## src/rtl/cpu_datapath.sv

```systemverilog
// cpu_datapath: PC/MAR/MDR/ACC/IR registers, 2-function ALU and single-port program/data RAM.
// Define CPU_DATAPATH_CARRY_EN to add the o_acc_carry flag captured from ALU ADD into MDR.
module cpu_datapath #(
  parameter int unsigned OPC_W = 4,
  parameter int unsigned ADDR_W = 4,
  localparam int unsigned DATA_W = OPC_W + ADDR_W
) (
  input  logic              i_clk,
  input  logic              i_rst,
  input  logic              i_ld_mdr,
  input  logic              i_ld_mar,
  input  logic              i_ld_pc,
  input  logic              i_ld_acc,
  input  logic              i_ld_ir,
  input  logic              i_ld_mem,
  input  logic              i_mux_ir_p1,
  input  logic              i_mux_mdr_alur,
  input  logic              i_mux_pc_ird,
  input  logic              i_alu_ctrl,
  input  logic              i_prog_we,
  input  logic [ADDR_W-1:0] i_prog_addr,
  input  logic [DATA_W-1:0] i_prog_data,
  output logic [OPC_W-1:0]  o_opcode,
  output logic              o_acc_zero,
`ifdef CPU_DATAPATH_CARRY_EN
  output logic              o_acc_carry,
`endif
  output logic [ADDR_W-1:0] o_pc,
  output logic [DATA_W-1:0] o_acc
);

  localparam int unsigned DEPTH = 1 << ADDR_W;

  logic [DATA_W-1:0] mem [DEPTH];
  logic [ADDR_W-1:0] pc, mar;
  logic [DATA_W-1:0] mdr, acc, ir, rd_q;
  logic [DATA_W-1:0] add_sum, alu_res;

  // ALU: a = ACC, b = registered RAM read data
`ifdef CPU_DATAPATH_CARRY_EN
  logic add_carry;
  logic carry_q;
  always_comb {add_carry, add_sum} = {1'b0, acc} + {1'b0, rd_q};
`else
  always_comb add_sum = acc + rd_q;
`endif

  always_comb alu_res = i_alu_ctrl ? (acc ^ rd_q) : add_sum;

  // RAM writes sit outside the reset domain; loader port wins over ACC store
  always_ff @(posedge i_clk) begin
    if (i_prog_we) begin
      mem[i_prog_addr] <= i_prog_data;
    end else if (i_ld_mem) begin
      mem[mar] <= acc;
    end
  end

  // Architectural registers; every source is a pre-edge value
  always_ff @(posedge i_clk) begin
    if (i_rst) begin
      pc   <= '0;
      mar  <= '0;
      mdr  <= '0;
      acc  <= '0;
      ir   <= '0;
      rd_q <= '0;
    end else begin
      rd_q <= mem[mar];
      if (i_ld_pc)  pc  <= i_mux_ir_p1 ? pc + ADDR_W'(1) : ir[ADDR_W-1:0];
      if (i_ld_mar) mar <= i_mux_pc_ird ? ir[ADDR_W-1:0] : pc;
      if (i_ld_mdr) mdr <= i_mux_mdr_alur ? alu_res : rd_q;
      if (i_ld_acc) acc <= mdr;
      if (i_ld_ir)  ir  <= mdr;
    end
  end

`ifdef CPU_DATAPATH_CARRY_EN
  // Carry follows the last ALU result written into MDR; XOR clears it
  always_ff @(posedge i_clk) begin
    if (i_rst) begin
      carry_q <= 1'b0;
    end else if (i_ld_mdr && i_mux_mdr_alur) begin
      carry_q <= i_alu_ctrl ? 1'b0 : add_carry;
    end
  end

  assign o_acc_carry = carry_q;
`endif

  assign o_opcode   = ir[DATA_W-1:ADDR_W];
  assign o_acc_zero = (acc == '0);
  assign o_pc       = pc;
  assign o_acc      = acc;

endmodule

```

## config.mk

```make
export PLATFORM = sky130hd
export DESIGN_NAME = cpu_datapath
export DESIGN_NICKNAME = d
export VERILOG_FILES = /design/src/rtl/cpu_datapath.sv
export SDC_FILE = /design/constraint.sdc
export NUM_CORES = 1
export LEC_CHECK = 0
export CAP_MARGIN = 10
export CORE_MARGIN = 1
export CORE_UTILIZATION = 63
export CTS_CLUSTER_DIAMETER = 60
export DETAILED_ROUTE_END_ITERATION = 16
export DONT_BUFFER_PORTS = 1
export GPL_TIMING_DRIVEN = 1
export PLACE_DENSITY = 0.79
export SLEW_MARGIN = 20
export SYNTH_ARGS = -nofsm -noshare
export SYNTH_HDL_FRONTEND = slang
export SYNTH_SLANG_ARGS = --single-unit
```

## constraint.sdc

```tcl
create_clock -name i_clk -period 2.55 [get_ports i_clk]
set_clock_uncertainty 0.05 [all_clocks]
set_input_delay 0.3825 -clock i_clk [delete_from_list [all_inputs] [get_ports i_clk]]
set_output_delay 0.3825 -clock i_clk [all_outputs]
set_load 0.005 [all_outputs]
```

==> results_dict.tcl <==
set metrics [dict create \
    wirelength_mm 14.5 \
    drv_slew 0 \
    grt_pass1_vias 3918 \
    syn-cell-area_um2 7000 \
    antenna_found_initial 2 \
    crit_type "flop to flop" \
    tightest_slew_ns 0.860 \
    insertion_delay_ns 0.53 \
    root_buffer "clkbuf_8" \
    dieArea_um2 11500 \
    p_comb_frac 0.071 \
    ir_worst_vdd_mv 0.641 \
    final_antenna_net_count 0 \
    p_sw_frac 0.218 \
    drtIter0Drc 413 \
    htreeDepth 4 \
    dpl.hpwl_mm 9.45 \
    hold_violations 0 \
    layout_common_cells "edfxtp_1 (128), nor2_1 (55), mux4_2 (39), dfxtp_1 (39), buf_4 (26)" \
    area_growth_pct 12.9 \
    place_congestion 0.841 \
    min_period_ns 2.22 \
    nets 499 \
    mostFrequentLayoutCell "edfxtp_1" \
    start_kind "flop" \
    rows 38 \
    critical_path.max_fanout 5 \
    fill_cells 655 \
    fmax_ghz 0.450 \
    grt_max_degree 41 \
    detail_route.first_pass.iterations 5 \
    hold_class "primary input to flop" \
    p_int_uw 4610 \
    io_pins 42 \
    cts_tree "done" \
    post-route-drc-count 0 \
    syn_inst 439 \
    ys_warn_count 0 \
    max_cap_viol_count 0 \
    clock_path_buffers 2 \
    synth_seq_cells 168 \
    min_period_over_period 0.872 \
    cp.arrival_ns 2.62 \
    netSwitchingPower_uw 1280 \
    synth.avg_cell_area_um2 16.0 \
    grt_overflow_total 0 \
    synth_cell_types 44 \
    viasPerCell 6.25 \
    drive_above_1_share 0.205 \
    crit_path_end_kind "flop" \
    slew_headroom 0.424 \
    powerDensity_nw_per_um2 745 \
    yosysTopAreaCell "edfxtp_1" \
    yosysSeqAreaShare 0.663 \
    cts_inserted_buffers 17 \
    p_clk_frac 0.404 \
    fin_util 0.729 \
    p_seq_frac 0.525 \
    grt_pass1_wl_mm 22.4 \
    crit_required_ns 2.95 \
    mappedNetlistNets 473 \
    worstHoldPathCells 2 \
    setup_viol 0 \
    synthArstFlopShare 0 \
    die_h_um 107 \
    clkTransAtPathRegs_ns 0.06 \
    timing.hold.ws_ns 0.0256 \
    status "finished clean" \
    portBuffers 0 \
    design_area_um2 7910 \
    synth_top_cell_area_share 0.549 \
    rsz0062_at_grt "false" \
    core_um2 10800 \
    die_x_um 107 \
    clock-sinks 168 \
    reg2reg_depth 9 \
    tns_ns 0 \
    wire_per_inst_um 23.4 \
    cts_setup_buffers 0 \
    num_vias 3870 \
    initial_utilization 0.646 \
    synthFlopType "edfxtp_1" \
    synth_area_leaders "edfxtp_1 (55%), mux4_2 (13%), dfxtp_1 (11%)" \
    p_leak_uw 0.00271 \
    place_area_um2 7250 \
    synth-edff-count 128 \
    grt_usage 0.279 \
    cts_resized 0 \
]
-- cell families (layout without fill, tap and decap cells) --
family,Yosys count,in the layout,synth area share
compound gates,48,48,0.0441
xor+xnor,5,5,0.00625
flops,168,168,0.663
mux,72,72,0.176
buf+inv,40,78,0.0288
simple gates,97,97,0.0643
other cells,0,2,0
fa+ha+maj,9,9,0.0172
-- Yosys cell counts (2+ instances only) --
cell type / n
mux4_2: 39
nor2_1: 55
clkbuf_1: 17
ha_1: 8
buf_2: 2
nor3b_1: 5
nor3_1: 2
buf_6: 3
o21ai_0: 3
buf_4: 4
nand2b_1: 4
nand2_1: 11
mux2i_1: 25
o31ai_1: 2
dfxtp_1: 40
or4_1: 2
a22oi_1: 2
edfxtp_1: 128
a31oi_1: 9
a21oi_1: 11
xnor2_1: 3
buf_1: 3
o21ai_1: 5
nand3_1: 3
mux2_1: 7
nor2b_1: 11
inv_1: 9
xor2_1: 2
a211oi_1: 9
-- sequential cells by signal, summed over array words and instances (netlist names) --
signal  cells
o_acc       8
mdr         8
o_pc        4
mem       128
ir          8
mar         4
rd_q        8
-- layout make-up --
cell class	count	area, um^2	share of cell area
Multi-Input combinational cell	231	2160	0.273
Clock buffer	17	414	0.0524
Timing Repair Buffer	37	335	0.0424
Inverter	10	37.5	0.00475
Clock inverter	14	134	0.0169
Antenna cell	2	5.00	0.000633
Sequential cell	168	4650	0.588
Tap cell	140	175	0.0222
-- power by group through the flow --
stage               Combinational, uW  Clock [uW]  Sequential [uW]
floorplan                         321           0             3120
global placement                  366           0             3140
detailed placement                382           0             3150
CTS                               423        2410             3090
global route                      462        2530             3100
finish                            421        2380             3090
-- critical path, stage by stage (launching register included) --
cell     delay, ns
dfxtp_1       0.48
ha_1          0.23
inv_1         0.06
fa_1          0.38
nor2b_1       0.14
o21ai_1       0.09
a21oi_1       0.23
a31oi_1       0.13
xor2_1        0.15
o31ai_1       0.21
-- routing by layer --
metal  vias up  routed length (um)  global-route usage
li1       1747                   -                   -
met1      1925                5860               0.366
met2       161                7090               0.435
met3        37                1170              0.0817
met4         0                 374               0.123
met5         -                   0                   0
-- metrics by stage --
step           setup WS (ns)  power, uW  cells
6_report               0.326       5890    619
5_1_grt                0.126       6090    619
4_1_cts                0.378       5930    617
2_1_floorplan          0.383       3440    439
3_3_place_gp           0.453       3510    577
3_5_place_dp           0.438       3530    577
-- what timing repair did --
action	in CTS	in global routing
setup endpoints to repair	0	0
hold buffers	9	0
hold endpoints to repair	40	0
-- path summary, 6_finish.rpt --
kind | start | end | slack [ns]
setup / recovery | o_acc[0] | mdr[6] | 0.33
hold / removal | i_mux_mdr_alur | mdr[4] | 0.03
setup reg to reg | o_acc[0] | mdr[6] | 0.33
hold reg to reg | mdr[7] | mdr[7] | 0.42
No activity file was read; power rests on OpenSTA's default activity.
